`config.mk`:
```
export PLATFORM = sky130hd
export DESIGN_NAME = speed_tick_gen
export DESIGN_NICKNAME = d
export VERILOG_FILES = /design/src/rtl/speed_tick_gen.sv
export SDC_FILE = /design/constraint.sdc
export NUM_CORES = 1
export LEC_CHECK = 0
export ABC_AREA = 1
export BUFFER_PORTS_ARGS = -buffer_cell sky130_fd_sc_hd__clkbuf_2
export CORE_AREA = 2 2 43 45
export DETAILED_ROUTE_END_ITERATION = 10
export DIE_AREA = 0 0 45 47
export PLACE_DENSITY = 0.76
export SYNTH_ARGS = -nofsm -noshare
export SYNTH_HDL_FRONTEND = slang
export SYNTH_SLANG_ARGS = --single-unit
export TNS_END_PERCENT = 10
```
`constraint.sdc`:
```
create_clock -name clk -period 2 [get_ports clk]
set_clock_uncertainty 0.2 [all_clocks]
set_input_delay 0 -clock clk [delete_from_list [all_inputs] [get_ports clk]]
set_output_delay 0 -clock clk [all_outputs]
set_load 0.03 [all_outputs]
```
`src/rtl/speed_tick_gen.sv`:
```
// Single-clock speed-level generator: a prescaler emits a one-cycle tick every PRESCALE
// enabled cycles, and each tick advances a WIDTH-bit speed level by the selected mode.
module speed_tick_gen #(
   parameter int unsigned PRESCALE = 100,
   parameter int unsigned WIDTH    = 3
) (
   input  logic             clk,
   input  logic             reset,
   input  logic             enable,
   input  logic             load,
   input  logic [WIDTH-1:0] load_value,
   input  logic [1:0]       mode,
   output logic [WIDTH-1:0] speed,
   output logic             tick,
   output logic             at_max,
   output logic             at_min
);

   localparam int unsigned PreW = (PRESCALE > 1) ? $clog2(PRESCALE) : 1;
   localparam logic [PreW-1:0] PreLast = PreW'(PRESCALE - 1);
   localparam logic [WIDTH-1:0] MaxVal = '1;
   localparam logic [WIDTH-1:0] MinVal = '0;
   localparam logic [WIDTH-1:0] One = WIDTH'(1);

   typedef enum logic [1:0] {
      ModeWrapUp   = 2'b00,
      ModeWrapDown = 2'b01,
      ModeSatUp    = 2'b10,
      ModePingPong = 2'b11
   } mode_e;

   typedef enum logic {
      DirUp   = 1'b0,
      DirDown = 1'b1
   } dir_e;

   logic [PreW-1:0]  pre_q, pre_d;
   logic [WIDTH-1:0] speed_q, speed_d;
   logic             tick_q, tick_d;
   dir_e             dir_q, dir_d;
   logic             wrap;

   assign wrap = enable && !load && (pre_q == PreLast);

   always_comb begin
      pre_d   = pre_q;
      speed_d = speed_q;
      tick_d  = 1'b0;
      dir_d   = dir_q;
      if (load) begin
         // Load restarts the tick period and drops any coincident wrap.
         speed_d = load_value;
         pre_d   = '0;
         dir_d   = DirUp;
      end else if (enable) begin
         if (wrap) begin
            pre_d  = '0;
            tick_d = 1'b1;
            unique case (mode_e'(mode))
               ModeWrapUp:   speed_d = speed_q + One;
               ModeWrapDown: speed_d = speed_q - One;
               ModeSatUp:    speed_d = (speed_q == MaxVal) ? MaxVal : speed_q + One;
               ModePingPong: begin
                  if (dir_q == DirUp) begin
                     if (speed_q == MaxVal) begin
                        speed_d = MaxVal - One;
                        dir_d   = DirDown;
                     end else begin
                        speed_d = speed_q + One;
                     end
                  end else begin
                     if (speed_q == MinVal) begin
                        speed_d = One;
                        dir_d   = DirUp;
                     end else begin
                        speed_d = speed_q - One;
                     end
                  end
               end
               default: speed_d = speed_q;
            endcase
         end else begin
            pre_d = pre_q + PreW'(1);
         end
      end
   end

   always_ff @(posedge clk) begin
      if (reset) begin
         pre_q   <= '0;
         speed_q <= '0;
         tick_q  <= 1'b0;
         dir_q   <= DirUp;
      end else begin
         pre_q   <= pre_d;
         speed_q <= speed_d;
         tick_q  <= tick_d;
         dir_q   <= dir_d;
      end
   end

   assign speed  = speed_q;
   assign tick   = tick_q;
   assign at_max = (speed_q == MaxVal);
   assign at_min = (speed_q == MinVal);

endmodule
```
* Word level (Yosys, flattened, before mapping)
Cells that the tools add are included.
** Storage, ports and cells
- Word-level logic and storage cells :: 37
- Register bits after elaboration :: 12
- Output and inout bits :: 6
- Input port bits :: 9
** Cells by class
- Multiplexer cells :: 13
- Eq/ne operators :: 5
- Reductions and logical operators :: 11
- Bitwise operators :: 1
- $add $sub $neg :: 3
** Operator list (count)
- 2-to-1 mux 3 bit :: 7
- one-hot mux 3 bit (4 select lines) :: 1
- adder 7 x 1 -> 7 bit, second input constant :: 1
- equality test 7 bit, second input constant :: 1
- 2-to-1 mux 7 bit :: 1
- equality test 2 bit, second input constant :: 2
- 2-to-1 mux 1 bit :: 4
- nonzero test 2 bit :: 2
- adder 3 x 1 -> 3 bit, second input constant :: 1
- equality test 3 bit, second input constant :: 1
- zero test 3 bit :: 1
- AND reduction 3 bit :: 1
- OR reduction 3 bit :: 1
- subtractor 3 x 1 -> 3 bit, second input constant :: 1
- equality test 2 x 1 -> 1 bit, second input constant :: 1
- logical AND 1 bit :: 2
- zero test 2 bit :: 1
- AND reduction 2 bit :: 1
- OR reduction 2 bit :: 1
- zero test 1 bit :: 1
- NOT 1 bit :: 1

* Depth between registers and ports, before layout
Gate-level depths: netlist of the first run.
- Depth in word-level cells :: 7
- Mapped depth :: 11
- Mapped depth without buffers :: 11

* Worst setup path before layout of the first run
OpenSTA, ideal clock, no wires.
- Kind :: register -> register
- Start :: reg speed_q[0] (netlist: speed[0])
- End :: reg speed_q[2] (netlist: speed[2])
- Required time :: 1687 ps
- Path slack :: 53 ps
- Clock period less this slack :: 1947 ps
- Path buffers :: 0
- Arrival time :: 1634 ps
- Stages on the path, launching flop included :: 10
- Library setup time :: 113 ps
- Cell sequence :: dfxtp_1 inv_1 ha_1 inv_1 nor2_1 nor2_1 o21ai_0 nand3_1 nand2_1 nand2_1
** Between the ends
- Word-level cells in the longest chain between the ends :: 7
- Elaborated cells between the ends (all ways) :: 12
- Classes of those cells :: 2 x add/sub; 1 x eq/ne; 8 x mux; 1 x reduce/logical
** Ends and longest elaborated chain
- start: declaration :: line 38 : logic [WIDTH-1:0] speed_q, speed_d;
- start signal: assignment :: line 96 : speed_q <= speed_d;
- zero test 3 bit
- net at_min :: line 16 : output logic at_min
- 2-to-1 mux 3 bit :: line 72 : if (speed_q == MinVal) begin
- 2-to-1 mux 3 bit :: line 64 : if (dir_q == DirUp) begin
- one-hot mux 3 bit (4 select lines) :: line 59 : unique case (mode_e'(mode))
- 2-to-1 mux 3 bit :: line 56 : if (wrap) begin
- 2-to-1 mux 3 bit :: line 55 : end else if (enable) begin
- 2-to-1 mux 3 bit :: line 50 : if (load) begin
The timed path passes the listed nets, and every way through them passes these cells. The select of a mux whose other input is x is not followed.
A chain may end at the register's enable or synchronous reset.

* Worst setup path after layout of the first run
- Start :: reg pre_q[1]
- End :: reg pre_q[0]
** Between the ends
- Word-level cells in the longest chain between the ends :: 3
** Ends and longest elaborated chain
- start: declaration :: line 37 : logic [PreW-1:0] pre_q, pre_d;
- start signal: assignment :: line 95 : pre_q <= pre_d;
- equality test 7 bit :: line 43 : assign wrap = enable && !load && (pre_q == PreLast);
- logical AND 1 bit :: line 43
- 2-to-1 mux 7 bit :: line 56
No other way between the ends.

==> results of run 1 <==
[cells by family (layout without fill, tap and decap cells)]
group,count (synthesis),in the layout,share of synthesized area
AND/OR/NAND/NOR,60,60,0.367
buffers and inverters,24,55,0.107
adder cells (fa/ha/maj),6,6,0.0895
XOR/XNOR,3,3,0.0313
flip-flops,12,12,0.287
AO/OA/AOI/OAI,18,18,0.118
[path summary, 6_finish.rpt]
path / from / endpoint / slack (ns) / depth (start not counted)
worst max-delay path: pre_q[1] / pre_q[0] / 0.09 / 7
worst min register to register: dir_q / dir_q / 0.29 / 2
worst max register to register: pre_q[1] / pre_q[0] / 0.09 / 7
worst min-delay path: dir_q / dir_q / 0.29 / 2
[power groups by stage]
stage | clock, W | combinational, W | sequential (W)
after floorplan | 0 | 0.0000700 | 0.000267
after global placement | 0 | 0.000111 | 0.000259
after detailed placement | 0 | 0.000114 | 0.000259
after CTS | 0.000150 | 0.000129 | 0.000254
after global routing | 0.000160 | 0.000146 | 0.000255
final | 0.000144 | 0.000130 | 0.000254
[registers in the layout (all words and copies together), names as in the netlist]
name / count
dir_q: 1
pre_q: 7
speed: 3
tick: 1
[critical path: cells and delay by family (launching register included)]
family                     cells  cell delay, ns
adders and majority gates      1            0.21
AOI/OAI and AO/OA              1            0.06
and+or+nand+nor                3            0.37
buffers and inverters          2            0.62
DFF                            1            0.36
[stage by stage]
step,utilization,setup TNS [ns],worst slack (ns)
finish,0.658,0,0.0868
global placement,0.563,0,0.390
global route,0.658,-0.00903,-0.00903
CTS,0.643,0,0.0503
detailed placement,0.563,0,0.320
floorplan,-,0,0.0527
[routing by layer]
metal	routed length, µm	track usage	up-vias
li1	-	-	450
met2	921	0.383	29
met4	48	0.118	0
met3	84	0.0231	7
met5	0	0	-
met1	800	0.242	383
[cell usage after synthesis, drive strengths merged]
master and count:
dfxtp 12, a21oi 7, ha 6, nand4 2
o21ai 9, inv 24, nor3 4, o211ai 2
nor2 18, nand3 10, nand2 26, xor2 3
[timing repair]
| item | CTS | global route |
|---|---|---|
| hold buffers | 11 | 0 |
| hold endpoints to repair | 12 | 0 |
| gates resized for setup | 0 | 1 |
| setup buffers | 0 | 3 |
| endpoints found under the setup margin | 0 | 1 |
[layout make-up]
cell class / instances / area (µm²)
fill: 141 / 564
tap: 17 / 21.3
clock buffer: 3 / 22.5
sequential: 12 / 240
inverter: 24 / 90.1
multi-input combinational: 87 / 510
timing repair buffer: 28 / 203
==> results.sh, run 1 <==
export IMPL_clkPwrFrac=0.273
export IMPL_synthCells=123
export IMPL_antenna_left=0
export IMPL_design_power_total_w=0.000528
export IMPL_syn_nets=138
export IMPL_place_inst=154
export IMPL_stdcell_count=171
export IMPL_finalSetupViolations=0
export IMPL_critPathSlowestCell="dlygate4sd3_1"
export IMPL_hold_viol=0
export IMPL_synth_area_leaders="dfxtp_1 29%, nand2_1 11%, inv_1 9.9%, ha_1 9.0%, nor2_1 6.3%"
export IMPL_synth_top_area_frac=0.287
export IMPL_placementRows=15
export IMPL_cpPeakStageDelay_ns=0.55
export IMPL_synth_seq_cells=12
export IMPL_grt_pass1_wl_um=3240
export IMPL_dp_hpwl_um=1390
export IMPL_nNetsFinal=171
export IMPL_drtIter0Drc=22
export IMPL_min_period_ns=1.91
export IMPL_leakage_nw=0.536
export IMPL_cts_max_level=1
export IMPL_p_int_w=0.000366
export IMPL_switching_share=0.307
export IMPL_critPathKind="reg2reg"
export IMPL_die_y_um=47
export IMPL_p_per_area_nw_per_um2=486
export IMPL_hp_class="reg2reg"
export IMPL_clk_latency_ns=0.27
export IMPL_critPathCaptureType="flip-flop"
export IMPL_ys_seq_area_frac=0.287
export IMPL_synth_area_leader_cell="dfxtp_1"
export IMPL_start_kind="flip-flop"
export IMPL_switching_power_w=0.000162
export IMPL_grt_total_usage=0.211
export IMPL_yosys_warnings=0
export IMPL_cts_root_buf="clkbuf_4"
export IMPL_cts_tree="yes"
export IMPL_final_area_um2=1090
export IMPL_syn_area_um2=838
export IMPL_clock_sinks=12
export IMPL_fin_crit_sh=0.957
export IMPL_status="completed"
export IMPL_relSlewSlack=0.831
export IMPL_die_x_um=45
export IMPL_worstPathCellList="ha_2 > nand4_2 > nor2_4 > inv_1 > nand2_1 > a21oi_1 > dlygate4sd3_1"
export IMPL_worstMarginPinSlew_ns=0.253
export IMPL_cap_viol_max_count=0
export IMPL_antenna_found_initial=0
export IMPL_seqPwrFrac=0.480
export IMPL_die_area_um2=2120
export IMPL_cp_arrival_ns=1.88
export IMPL_grt_pass1_vias=817
export IMPL_hold_ws_ns=0.295
export IMPL_num_vias=869
export IMPL_cts_buffers=3
export IMPL_drc=0
export IMPL_ir_drop_mv=0.339
export IMPL_drive_gt1_frac=0.227
export IMPL_synthToLayoutAreaGrowth_pct=29.7
export IMPL_fmax_ghz=0.523
export IMPL_synth_cell_types=17
export IMPL_postSynthAreaPerCell_um2=6.82
export IMPL_clkTransAtPathRegs_ns=0.07
export IMPL_mostFrequentLayoutCell="nand2_1"
export IMPL_required_ns=1.96
export IMPL_drt_wirelength_per_cell_um=10.8
export IMPL_initial_core_util=0.508
export IMPL_final_cell_mix="25 x nand2_1, 22 x inv_1, 14 x nor2_1, 14 x clkbuf_2, 12 x dfxtp_1"
export IMPL_power_frac_comb=0.246
export IMPL_antennaDiodeCount=0
export IMPL_gr_total_overflow=0
export IMPL_dr_pass1_iters=4
export IMPL_io_pin_count=15
export IMPL_crit_fanout=4
export IMPL_slew_violations=0
export IMPL_placed_cell_area_um2=930
export IMPL_drt_wl_total_um=1850
export IMPL_cts_buffer_depth=2
export IMPL_io_buffers=14
export IMPL_vias_per_cell=5.08
export IMPL_coreArea_um2=1650
export IMPL_gp_congestion=0.903
export IMPL_grt_start_max_net_pins=8
(Power assumes the default switching activity.)
==> run 2, diff against run 1 <==
==> constraint.sdc (replaced) <==
create_clock -name clk -period 2 [get_ports clk]
set_clock_uncertainty 0.2 [all_clocks]
set_input_delay 0.4 -clock clk [delete_from_list [all_inputs] [get_ports clk]]
set_output_delay 0.4 -clock clk [all_outputs]
set_load 0.03 [all_outputs]
==> results.sh, run 2 (synthesis gave the netlist of run 1 again) <==
export IMPL_num_vias=839
export IMPL_cts_buffer_depth=2
export IMPL_drive_gt1_frac=0.255
export IMPL_cts_max_level=1
export IMPL_grt_total_usage=0.208
export IMPL_cp_arrival_ns=1.29
export IMPL_final_area_um2=980
export IMPL_dp_hpwl_um=1460
export IMPL_ir_drop_mv=0.452
export IMPL_initial_core_util=0.508
export IMPL_dr_pass1_iters=4
export IMPL_clk_latency_ns=0.28
export IMPL_clock_sinks=12
export IMPL_design_power_total_w=0.000574
export IMPL_die_x_um=45
export IMPL_relSlewSlack=0.819
export IMPL_io_pin_count=15
export IMPL_worstMarginPinSlew_ns=0.270
export IMPL_hp_class="in2reg"
export IMPL_grt_pass1_vias=733
export IMPL_cts_buffers=3
export IMPL_fill_cells=160
export IMPL_multi_input_comb_area_um2=510
export IMPL_drt_wirelength_per_cell_um=11.8
export IMPL_cap_viol_max_count=0
export IMPL_leakage_nw=0.484
export IMPL_hold_buffers=0
export IMPL_finalSetupTns_ns=0
export IMPL_p_per_area_nw_per_um2=585
export IMPL_status="completed"
export IMPL_largest_reg_flops=7
export IMPL_drc=0
export IMPL_clkTransAtPathRegs_ns=0.08
export IMPL_vias_per_cell=5.31
export IMPL_post_cts_setup_buffers=0
export IMPL_finalSetupViolations=0
export IMPL_rsz0062_at_grt="true"
export IMPL_io_buffers=14
export IMPL_crit_fanout=7
export IMPL_final_core_util=0.593
export IMPL_cts_tree="yes"
export IMPL_grt_pass1_wl_um=3090
export IMPL_die_y_um=47
export IMPL_die_area_um2=2120
export IMPL_nNetsFinal=157
export IMPL_min_period_ns=1.89
export IMPL_drtIter0Drc=11
export IMPL_slew_violations=0
export IMPL_placementRows=15
export IMPL_synthToLayoutAreaGrowth_pct=16.9
export IMPL_start_kind="flip-flop"
export IMPL_final_cell_mix="25 x nand2_1, 21 x inv_1, 13 x nor2_1, 13 x clkbuf_2"
export IMPL_antennaDiodeCount=0
export IMPL_antenna_found_initial=0
export IMPL_antenna_left=0
export IMPL_fin_crit_sh=0.947
export IMPL_regMostFlops="pre_q"
export IMPL_gp_congestion=0.917
export IMPL_critPathKind="reg2out"
export IMPL_seq_area_um2=243
export IMPL_cts_root_buf="clkbuf_4"
export IMPL_drt_wl_total_um=1860
export IMPL_hold_ws_ns=0.135
export IMPL_fmax_ghz=0.528
export IMPL_grt_start_max_net_pins=8
export IMPL_gr_total_overflow=0
export IMPL_mostFrequentLayoutCell="nand2_1"
export IMPL_placed_cell_area_um2=930
export IMPL_critPathCaptureType="output pin"
export IMPL_required_ns=1.40
export IMPL_coreArea_um2=1650
export IMPL_hold_viol=0
## run 2: cell types whose count changed in the layout (fill, tap and decap cells not counted), moves of 2 or more
cell,delta
dfxtp_1,-2
dfxtp_2,+2
clkbuf_8,+2
buf_4,-3
dlygate4sd3_1,-11
## run 2: layer usage
metal  part of all wire  track usage  routed length [µm]  up-vias
met5                  0            0                   0        -
met2               0.48        0.374                 900       26
met4              0.021        0.106                  39        0
met1               0.42        0.234                 787      378
li1                   -            -                   -      430
met3              0.071       0.0385                 131        5
## run 2: what timing repair did
action                                 CTS  global route
gates resized for setup                  3             3
endpoints found under the hold margin    0             0
setup endpoints to repair                1             2
## run 2: worst max-delay path, stage by stage, from the launching register on
cell and delay (ns):
dfxtp_2 0.39, inv_2 0.08, ha_1 0.22, inv_1 0.11, nor2_2 0.06, clkbuf_8 0.17
## run 2: final cells by class
class	instances	share of cell area
sequential	12	0.248
multi-input combinational	87	0.521
tap	17	0.0217
timing repair buffer	14	0.0805
clock buffer	4	0.0370
inverter	24	0.0920
## run 2: final timing paths
kind | start | end | slack (ns) | cells past startpoint
setup / recovery | speed[0] | at_min | 0.11 | 5
hold / removal | reset | tick | 0.14 | 2
setup reg to reg | speed[0] | speed[2] | 0.39 | 9
hold reg to reg | speed[1] | speed[1] | 0.29 | 2
## run 2: where the power goes
part           total, W  internal [W]  switching (W)
logic          0.000124     0.0000445      0.0000795
clock network  0.000195      0.000111      0.0000840
registers      0.000255      0.000246     0.00000912
total          0.000574      0.000401       0.000173
## run 2: per-stage QoR
step / worst slack, ns / std cells
final: 0.105 / 158
after detailed placement: 0.283 / 154
after CTS: 0.0219 / 158
after global routing: -0.00637 / 158
after global placement: 0.360 / 154
after floorplan: 0.0527 / 123
